==> src/rtl/arbiter_control.sv <==
// arbiter_control -- control FSM for the shared-memory arbiter.
//
// Decides whether the instruction cache or the data cache owns the single
// physical memory port and drives every select of the arbiter datapath mux
// network. One transaction is outstanding at a time; a one-cycle RELEASE gap
// follows each response so the served cache can drop its stale request.
//
// Build option:
//   ARBITER_ROUND_ROBIN_EN  defined   -> ties alternate sides (last_grant_q)
//                           undefined -> data priority with starvation guard
//
// Ports:
//   clk, rst_n            clock, asynchronous active-low reset
//   imem_read             instruction cache read request
//   dmem_read, dmem_write data cache read / write requests
//   mem_resp              physical memory done strobe
//   read_mux_sel[1:0]     0 idle, 1 dmem, 2 imem
//   addr_mux_sel[1:0]     same encoding as read_mux_sel
//   write_mux_sel         1 = pass dmem_write
//   wdata_mux_sel         1 = pass data-cache write data
//   dmem_resp_mux_sel     1 = route mem_resp to data cache
//   imem_resp_mux_sel     1 = route mem_resp to instruction cache
//   dmem_rdata_mux_sel    1 = route mem_rdata to data cache
//   imem_rdata_mux_sel    1 = route mem_rdata to instruction cache
module arbiter_control #(
    parameter int STARVE_LIMIT = 4
) (
    input  logic       clk,
    input  logic       rst_n,
    input  logic       imem_read,
    input  logic       dmem_read,
    input  logic       dmem_write,
    input  logic       mem_resp,
    output logic [1:0] read_mux_sel,
    output logic [1:0] addr_mux_sel,
    output logic       write_mux_sel,
    output logic       wdata_mux_sel,
    output logic       dmem_resp_mux_sel,
    output logic       imem_resp_mux_sel,
    output logic       dmem_rdata_mux_sel,
    output logic       imem_rdata_mux_sel
);

    typedef enum logic [1:0] {
        IDLE    = 2'd0,
        SERVE_D = 2'd1,
        SERVE_I = 2'd2,
        RELEASE = 2'd3
    } state_e;

    state_e state_q, state_d;

    logic d_req, i_req;
    logic tie_grant_i;   // on a tie, 1 = instruction side wins

    assign d_req = dmem_read | dmem_write;
    assign i_req = imem_read;

`ifdef ARBITER_ROUND_ROBIN_EN
    // 1 = instruction side was granted last. Resets to imem so D wins the
    // first tie.
    logic last_grant_q, last_grant_d;

    assign tie_grant_i = ~last_grant_q;

    always_comb begin
        last_grant_d = last_grant_q;
        if (state_q == IDLE && state_d == SERVE_D) last_grant_d = 1'b0;
        if (state_q == IDLE && state_d == SERVE_I) last_grant_d = 1'b1;
    end

    always_ff @(posedge clk or negedge rst_n) begin
        if (!rst_n) last_grant_q <= 1'b1;
        else        last_grant_q <= last_grant_d;
    end
`else
    // Counts data grants won while an instruction request was waiting;
    // saturates so a long data burst cannot wrap it back below the limit.
    logic [3:0] starve_cnt_q, starve_cnt_d;

    assign tie_grant_i = (starve_cnt_q == 4'(STARVE_LIMIT));

    always_comb begin
        starve_cnt_d = starve_cnt_q;
        if (state_q == IDLE && state_d == SERVE_D && i_req && starve_cnt_q != 4'hF)
            starve_cnt_d = starve_cnt_q + 4'd1;
        if (state_q == IDLE && state_d == SERVE_I)
            starve_cnt_d = 4'd0;
    end

    always_ff @(posedge clk or negedge rst_n) begin
        if (!rst_n) starve_cnt_q <= 4'd0;
        else        starve_cnt_q <= starve_cnt_d;
    end
`endif

    always_ff @(posedge clk or negedge rst_n) begin
        if (!rst_n) state_q <= IDLE;
        else        state_q <= state_d;
    end

    // Next state. mem_resp outside SERVE_x is ignored by construction.
    always_comb begin
        state_d = state_q;
        unique case (state_q)
            IDLE: begin
                if (d_req && i_req) state_d = tie_grant_i ? SERVE_I : SERVE_D;
                else if (d_req)     state_d = SERVE_D;
                else if (i_req)     state_d = SERVE_I;
            end
            SERVE_D, SERVE_I: if (mem_resp) state_d = RELEASE;
            RELEASE:          state_d = IDLE;
            default:          state_d = IDLE;
        endcase
    end

    // Moore outputs straight from the state register, so an asynchronous
    // reset drops every select in the same instant.
    always_comb begin
        read_mux_sel       = 2'd0;
        addr_mux_sel       = 2'd0;
        write_mux_sel      = 1'b0;
        wdata_mux_sel      = 1'b0;
        dmem_resp_mux_sel  = 1'b0;
        imem_resp_mux_sel  = 1'b0;
        dmem_rdata_mux_sel = 1'b0;
        imem_rdata_mux_sel = 1'b0;
        case (state_q)
            SERVE_D: begin
                read_mux_sel       = 2'd1;
                addr_mux_sel       = 2'd1;
                write_mux_sel      = 1'b1;
                wdata_mux_sel      = 1'b1;
                dmem_resp_mux_sel  = 1'b1;
                dmem_rdata_mux_sel = 1'b1;
            end
            SERVE_I: begin
                read_mux_sel       = 2'd2;
                addr_mux_sel       = 2'd2;
                imem_resp_mux_sel  = 1'b1;
                imem_rdata_mux_sel = 1'b1;
            end
            default: ;
        endcase
    end

endmodule

==> config.mk <==
export PLATFORM = sky130hd
export DESIGN_NAME = arbiter_control
export DESIGN_NICKNAME = d
export VERILOG_FILES = /design/src/rtl/arbiter_control.sv
export SDC_FILE = /design/constraint.sdc
export NUM_CORES = 1
export LEC_CHECK = 0
export CORE_UTILIZATION = 35
export CTS_CLUSTER_DIAMETER = 150
export DETAILED_ROUTE_END_ITERATION = 16
export GPL_TIMING_DRIVEN = 1
export PLACE_DENSITY = 0.71
export SKIP_LAST_GASP = 1
export SYNTH_ARGS = -nofsm -noshare
export SYNTH_HDL_FRONTEND = slang
export SYNTH_SLANG_ARGS = --single-unit
==> constraint.sdc <==
create_clock -name clk -period 3.17 [get_ports clk]
set_input_delay 0.7925 -clock clk [delete_from_list [all_inputs] [get_ports clk]]
set_output_delay 0.7925 -clock clk [all_outputs]
set_load 0.02 [all_outputs]
==> results of run 1 <==
==> logic make-up after synthesis <==
group                      Yosys count  share of synthesized area (%)
DFF                                  6                           26.8
xor gates and xnor gates             1                           1.56
AOI/OAI and AO/OA                   17                           23.0
buffers and inverters               15                           16.7
and+or+nand+nor                     16                           18.5
adders and majority gates            6                           13.4
==> registers in the layout (all words and copies together) (netlist names) <==
name,flops
starve_cnt_q,4
state_q,2
==> worst paths after layout <==
path / from / to / slack (ns)
worst min-delay path: starve_cnt_q[0] / starve_cnt_q[0] / 0.57
worst max-delay path: state_q[1] / dmem_rdata_mux_sel / 0.73
min in group asynchronous: rst_n / starve_cnt_q[3] / 0.79
max in group asynchronous: rst_n / starve_cnt_q[0] / 2.16
worst min register to register: starve_cnt_q[0] / starve_cnt_q[0] / 0.57
worst max register to register: state_q[0] / starve_cnt_q[2] / 1.39
==> metrics by stage <==
stage	power [mW]	setup slack, ns	cell area (sq um)	instances	utilization [%]
4_1_cts	0.662	0.713	682	86	45.3
5_1_grt	0.709	0.613	682	86	45.3
6_report	0.659	0.729	682	86	45.3
3_3_place_gp	0.580	0.850	659	83	43.8
3_5_place_dp	0.584	0.842	659	83	43.8
2_1_floorplan	0.510	1.36	561	61	-
==> layer usage <==
metal	wire, um	up-vias
met5	0	-
met3	13	2
li1	-	230
met1	542	211
met2	543	8
met4	19	0
==> layout make-up <==
type | count | area (sq um)
sequential | 6 | 150
inverter | 6 | 22.5
multi-input combinational | 40 | 317
tap | 16 | 20.0
timing repair buffer | 15 | 150
clock buffer | 3 | 22.5
fill | 145 | 825
==> layout by cell type (no fill, tap or decap) <==
cell type	instances
sky130_fd_sc_hd__nand2_1	3
sky130_fd_sc_hd__nor3b_1	3
sky130_fd_sc_hd__a31oi_1	2
sky130_fd_sc_hd__nand3_2	1
sky130_fd_sc_hd__a41oi_1	1
sky130_fd_sc_hd__a21o_1	1
sky130_fd_sc_hd__nor2_1	1
sky130_fd_sc_hd__nand2b_1	1
sky130_fd_sc_hd__and3b_1	1
sky130_fd_sc_hd__o21ai_1	2
sky130_fd_sc_hd__nor3_1	2
sky130_fd_sc_hd__nor2b_1	1
sky130_fd_sc_hd__ha_1	6
sky130_fd_sc_hd__nor2b_4	1
sky130_fd_sc_hd__clkdlybuf4s50_1	15
sky130_fd_sc_hd__a311oi_1	1
sky130_fd_sc_hd__or2_1	1
sky130_fd_sc_hd__o221ai_2	1
sky130_fd_sc_hd__o211ai_1	1
sky130_fd_sc_hd__xor2_1	1
sky130_fd_sc_hd__clkbuf_4	3
sky130_fd_sc_hd__a221oi_2	1
sky130_fd_sc_hd__o21ai_0	2
sky130_fd_sc_hd__inv_1	6
sky130_fd_sc_hd__nand3_1	1
sky130_fd_sc_hd__o22ai_1	1
sky130_fd_sc_hd__a21oi_1	3
sky130_fd_sc_hd__a211oi_2	1
sky130_fd_sc_hd__dfrtp_1	6
==> power groups by stage <==
stage	sequential [mW]	combinational (mW)	clock (mW)
5_1_grt	0.125	0.506	0.0774
2_1_floorplan	0.116	0.394	0
4_1_cts	0.121	0.467	0.0735
6_report	0.122	0.466	0.0707
3_3_place_gp	0.122	0.458	0
3_5_place_dp	0.123	0.462	0
==> critical path, delay by kind of cell, from the launching register on <==
| family | cells | cell delay [ns] |
|---|---|---|
| flops | 1 | 0.41 |
| fa+ha+maj | 1 | 0.25 |
| buf+inv | 2 | 0.75 |
==> Flow_metrics.wiki, run 1 <==
{| class="wikitable"
! Metric !! Value
|-
| Number of cells on the worst reg-to-reg path || 7
|-
| Wire length of the first global-routing pass || 1880 um
|-
| Met2 track demand over resource in global routing || 23.1%
|-
| GRT met1 Usage || 18.4%
|-
| Sequential share of power || 18.5%
|-
| Postcts setup bufs || 0
|-
| Largest incremental delay on the critical path || 0.64 ns
|-
| Initial antenna violation count || 0
|-
| Num CTS Buffers || 3
|-
| DP HPWL || 877 um
|-
| Sequential element share of the synthesized area || 26.8%
|-
| Master of the slowest instance on the critical path || sky130_fd_sc_hd__clkdlybuf4s50_1
|-
| Master cell of the clock root buffer || sky130_fd_sc_hd__clkbuf_4
|-
| Status || completed
|-
| Hold slack final || 0.574 ns
|-
| Number of input and output port buffers inserted || 15
|-
| Insertion delay of the later-clocked pin in the worst-skew pair || 0.24 ns
|-
| Fin nets || 84
|-
| Kind of capture point of the worst setup path || output port
|-
| Hold path depth || 1
|-
| Startpoint Class || register
|-
| Row count || 14
|-
| Post-synth EDFFs || 0
|-
| Yosys warnings || 0
|-
| Cell Area, Synth || 561 sq um
|-
| Worst voltage drop across the vdd grid || 445 uV
|-
| Most used flip-flop cell after synthesis || sky130_fd_sc_hd__dfrtp_1
|-
| Number of top-level pins || 16
|-
| Synth top area share || 26.8%
|-
| Vias post-DR || 451
|-
| Die outline area || 1770 sq um
|-
| Ordered cell list for the critical path || inv_1 > ha_1 > clkdlybuf4s50_1
|-
| Cells after synthesis || 61
|-
| Syn Area/Cell || 9.19 sq um
|-
| Setup repair after global routing missed its margin || false
|-
| Leading post-synthesis cells by cell area || sky130_fd_sc_hd__dfrtp_1 27%, sky130_fd_sc_hd__ha_1 13%, sky130_fd_sc_hd__buf_4 11%
|-
| Clock tree buffer depth || 2
|-
| Wire per inst || 13.0 um
|-
| Sink count of the clock tree || 6
|-
| Tightest slew margin relative to the limit || 71.4%
|-
| First-pass iteration count of the detailed router || 4
|-
| Number of levels in the clock H-tree || 1
|-
| Number of unique standard cell types used by synthesis || 29
|-
| Post-route antenna net violation count || 0
|-
| Final count of negative-setup-slack endpoints || 0
|-
| Sw power || 0.310 mW
|-
| Fraction of power spent switching nets || 47.1%
|-
| Critical path fanouts, max || 6
|-
| Overall overflow remaining after global route || 0
|-
| Share of layout cells above drive strength 1 || 11.4%
|-
| Number of global-route vias before repair || 431
|-
| Data arrival, critical path || 1.65 ns
|-
| Final antenna diode count || 0
|-
| Total routed wirelength || 1120 um
|-
| Hold crit path type || reg2reg
|-
| Combinational share of power || 70.8%
|-
| Share of the cycle needed by the critical path after routing || 77.0%
|-
| Cell type contributing the most total cell area after synthesis || sky130_fd_sc_hd__dfrtp_1
|-
| Start-to-end type of the worst setup path || reg2out
|-
| Routability Congestion || 0.820
|-
| Effective utilization at floorplan || 37.2%
|-
| Static leakage || 0.280 nW
|-
| Cell area power density || 966 nW/um^2
|-
| GRT Resource Usage Total || 14.4%
|-
| GR Util met3 || 2.59%
|-
| Die X-Extent || 42.0 um
|-
| Largest net degree at the start of global routing || 8
|-
| Clock tree from TritonCTS || built
|-
| Async set or reset register ratio after synthesis || 100%
|-
| Required time reported for the critical path endpoint || 2.38 ns
|-
| DRC violation count after routing || 0
|-
| Slew at the pin closest to its max-slew limit || 0.425 ns
|-
| Gates resized, CTS repair || 0
|-
| Power Internal || 0.348 mW
|-
| Portion of total power attributed to the clock network || 10.7%
|-
| Y dimension of the die || 42.0 um
|-
| Highest clock frequency the design can meet || 0.410 GHz
|-
| Area of the core || 1510 sq um
|-
| Max Cap Violations || 0
|-
| Clk pin slew, worst setup/hold paths || 0.04 ns
|-
| Fin Setup TNS || 0 ns
|-
| Maximum clock skew at final layout || 0.00111 ns
|-
| Final slew viol count || 0
|-
| Busiest layer in global routing || met2
|-
| Hold Vio Cnt, Final || 0
|-
| Post-synthesis register bit count || 6
|-
| Synth-to-Final Area Change || 21.7%
|-
| Cell with the most instances after synthesis || sky130_fd_sc_hd__buf_4
|-
| Post-Synthesis Net Count || 73
|-
| Commonest cells in the netlist || 8 x sky130_fd_sc_hd__buf_4, 6 x sky130_fd_sc_hd__dfrtp_1, 6 x sky130_fd_sc_hd__ha_1, 6 x sky130_fd_sc_hd__inv_1
|-
| Time the final worst path needs with I/O delays and setup || 2.44 ns
|-
| Routed vias/inst || 5.24
|-
| Number of buffers inserted by hold repair at cts || 0
|-
| Number of DRC markers in iteration 0 || 10
|}
(Power assumes the default switching activity.)
==> run 2, diff against run 1 <==
Clock period 3.17 ns to 2.45 ns, I/O delays scaled along.
==> run 2 against run 1 <==
Global-route usage fell by 0.90 points. Setup slack lost 0.54 ns. Sequential power grew 30%. Core utilization unchanged. Die area unchanged. Sequential share of layout area unchanged. Via count shrank 1.3%. Clock power rose by 27%. Flip-flop and latch count unchanged. Cell area stayed put. Critical path depth stayed put. Power increased by 30%.
==> Flow_metrics.wiki, run 2 (synthesis gave the netlist of run 1 again) <==
{| class="wikitable"
! Metric !! Value
|-
| Status || completed (unchanged)
|-
| Number of input and output port buffers inserted || 15 (unchanged)
|-
| Synth-to-Final Area Change || 21.7% (unchanged)
|-
| Largest register FFs || 4 (unchanged)
|-
| Row count || 14 (unchanged)
|-
| Number of levels in the clock H-tree || 1 (unchanged)
|-
| Worst voltage drop across the vdd grid || 587 uV (was 445 uV)
|-
| Static leakage || 0.280 nW (unchanged)
|-
| Final count of negative-setup-slack endpoints || 0 (unchanged)
|-
| Portion of total power attributed to the clock network || 10.5% (was 10.7%)
|-
| Num CTS Buffers || 3 (unchanged)
|-
| Most used cells in the layout excluding fill and tap cells || 15 x sky130_fd_sc_hd__clkdlybuf4s50_1, 6 x sky130_fd_sc_hd__inv_1, 6 x sky130_fd_sc_hd__ha_1, 6 x sky130_fd_sc_hd__dfrtp_1 (unchanged)
|-
| Cell area power density || 1250 nW/um^2 (was 966 nW/um^2)
|-
| Overall overflow remaining after global route || 0 (unchanged)
|-
| Area of the core || 1510 sq um (unchanged)
|-
| Wire per inst || 12.2 um (was 13.0 um)
|-
| Final total power || 0.853 mW (was 0.659 mW)
|-
| Max Cap Violations || 0 (unchanged)
|-
| DP HPWL || 855 um (was 877 um)
|-
| Largest net degree at the start of global routing || 8 (unchanged)
|-
| Kind of capture point of the worst setup path || output port (unchanged)
|-
| Fin nets || 84 (unchanged)
|-
| Routed vias/inst || 5.17 (was 5.24)
|-
| Sequential share of power || 18.5% (about the same)
|-
| Hold Vio Cnt, Final || 0 (unchanged)
|-
| Filler Cells Inserted || 142 (was 145)
|-
| Most common library cell in the layout ignoring fill and taps || sky130_fd_sc_hd__clkdlybuf4s50_1 (unchanged)
|-
| Slew at the pin closest to its max-slew limit || 0.406 ns (was 0.425 ns)
|-
| Y dimension of the die || 42.0 um (unchanged)
|-
| Insertion delay of the later-clocked pin in the worst-skew pair || 0.24 ns (about the same)
|-
| Number of top-level pins || 16 (unchanged)
|-
| Startpoint of the most critical setup path || state_q[0] (was state_q[1])
|-
| Postcts setup bufs || 0 (unchanged)
|-
| Post-route antenna net violation count || 0 (unchanged)
|-
| Share of layout cells above drive strength 1 || 11.4% (unchanged)
|-
| First-pass iteration count of the detailed router || 4 (unchanged)
|-
| Largest incremental delay on the critical path || 0.65 ns (was 0.64 ns)
|-
| Startpoint of the lowest-slack hold path || starve_cnt_q[0] (unchanged)
|-
| Number of buffers inserted by hold repair at cts || 0 (unchanged)
|-
| Reg-to-Reg Start || starve_cnt_q[0] (was state_q[0])
|-
| Total routed wirelength || 1050 um (was 1120 um)
|-
| Clk pin slew, worst setup/hold paths || 0.04 ns (about the same)
|-
| Final antenna diode count || 0 (unchanged)
|-
| Gates resized, CTS repair || 0 (unchanged)
|-
| Hold crit path type || reg2reg (unchanged)
|-
| Die X-Extent || 42.0 um (unchanged)
|-
| Sink count of the clock tree || 6 (unchanged)
|-
| Fin Setup TNS || 0 ns (unchanged)
|-
| Clock tree buffer depth || 2 (unchanged)
|-
| Number of DRC markers in iteration 0 || 8 (was 10)
|-
| Data arrival, critical path || 1.65 ns (about the same)
|-
| Combinational share of power || 71.0% (was 70.8%)
|-
| Largest registers || starve_cnt_q: 4 flops, state_q: 2 flops (unchanged)
|-
| Required time reported for the critical path endpoint || 1.84 ns (was 2.38 ns)
|-
| Wire length of the first global-routing pass || 1810 um (was 1880 um)
|-
| Time the final worst path needs with I/O delays and setup || 2.26 ns
|-
| Highest clock frequency the design can meet || 0.443 GHz
|-
| Routability Congestion || 0.821 (was 0.820)
|-
| Register with the most flip-flops || starve_cnt_q (unchanged)
|-
| Number of global-route vias before repair || 422 (was 431)
|-
| DRC violation count after routing || 0 (unchanged)
|-
| Master of the slowest instance on the critical path || sky130_fd_sc_hd__clkdlybuf4s50_1 (unchanged)
|-
| Share of the cycle needed by the critical path after routing || 92.2%
|-
| Tightest slew margin relative to the limit || 72.8% (was 71.4%)
|-
| Ordered cell list for the critical path || inv_1 > ha_1 > clkdlybuf4s50_1 (unchanged)
|-
| Maximum clock skew at final layout || 0.000993 ns (was 0.00111 ns)
|-
| Power Internal || 0.452 mW (was 0.348 mW)
|-
| Sw power || 0.401 mW (was 0.310 mW)
|-
| Master cell of the clock root buffer || sky130_fd_sc_hd__clkbuf_4 (unchanged)
|-
| Effective utilization at floorplan || 37.2% (unchanged)
|-
| Start-to-end type of the worst setup path || reg2out (unchanged)
|-
| Startpoint Class || register (unchanged)
|-
| Fraction of power spent switching nets || 47.0% (was 47.1%)
|-
| GRT Resource Usage Total || 13.5% (was 14.4%)
|-
| Final slew viol count || 0 (unchanged)
|-
| Die outline area || 1770 sq um (unchanged)
|-
| Setup repair after global routing missed its margin || false (unchanged)
|-
| Initial antenna violation count || 0 (unchanged)
|-
| Vias post-DR || 445 (was 451)
|-
| Critical path fanouts, max || 4 (was 6)
|-
| Clock tree from TritonCTS || built (unchanged)
|-
| Hold slack final || 0.595 ns (was 0.574 ns)
|}
## run 2: cell counts in the layout (fill, tap and decap cells not counted)
No cell type changed its count.
## run 2: area by class of cell
type | instances | area [sq um] | area share (%)
tap | 16 | 20.0 | 2.94
timing repair buffer | 15 | 150 | 22.0
clock buffer | 3 | 22.5 | 3.30
sequential | 6 | 150 | 22.0
inverter | 6 | 22.5 | 3.30
multi-input combinational | 40 | 317 | 46.4
## run 2: worst max-delay path, delay by kind of cell (launching register included)
family	cells	cell delay (ns)
buf+inv	2	0.77
flops	1	0.40
fa+ha+maj	1	0.23
## run 2: per-stage QoR
step / worst slack [ns] / area (sq um) / utilization (%) / instances
finish: 0.191 / 682 / 45.3 / 86
global route: 0.107 / 682 / 45.3 / 86
CTS: 0.177 / 682 / 45.3 / 86
detailed placement: 0.308 / 659 / 43.8 / 83
global placement: 0.311 / 659 / 43.8 / 83
floorplan: 0.824 / 561 / - / 61
## run 2: per-layer routing
metal  wire (um)  vias up  GRT usage, %
met5           0        -             0
met4          16        0          7.50
met3          19        2          2.59
met2         487        8          20.3
met1         521      204          18.1
li1            -      231             -
## run 2: worst paths after layout
| check | endpoint | slack, ns | depth (start not counted) |
|---|---|---|---|
| max | imem_resp_mux_sel | 0.19 | 3 |
| min | starve_cnt_q[0] | 0.59 | 1 |
| max reg2reg | starve_cnt_q[0] | 0.66 | 7 |
| min reg2reg | starve_cnt_q[0] | 0.59 | 1 |
| max in group asynchronous | starve_cnt_q[0] | 1.62 | 1 |
| min in group asynchronous | starve_cnt_q[3] | 0.62 | 1 |
## run 2: power groups by stage
stage | Sequential (mW) | Combinational, mW | Clock, mW
floorplan | 0.150 | 0.510 | 0
global placement | 0.158 | 0.593 | 0
detailed placement | 0.159 | 0.606 | 0
CTS | 0.157 | 0.610 | 0.0947
global route | 0.160 | 0.659 | 0.0994
finish | 0.158 | 0.606 | 0.0899
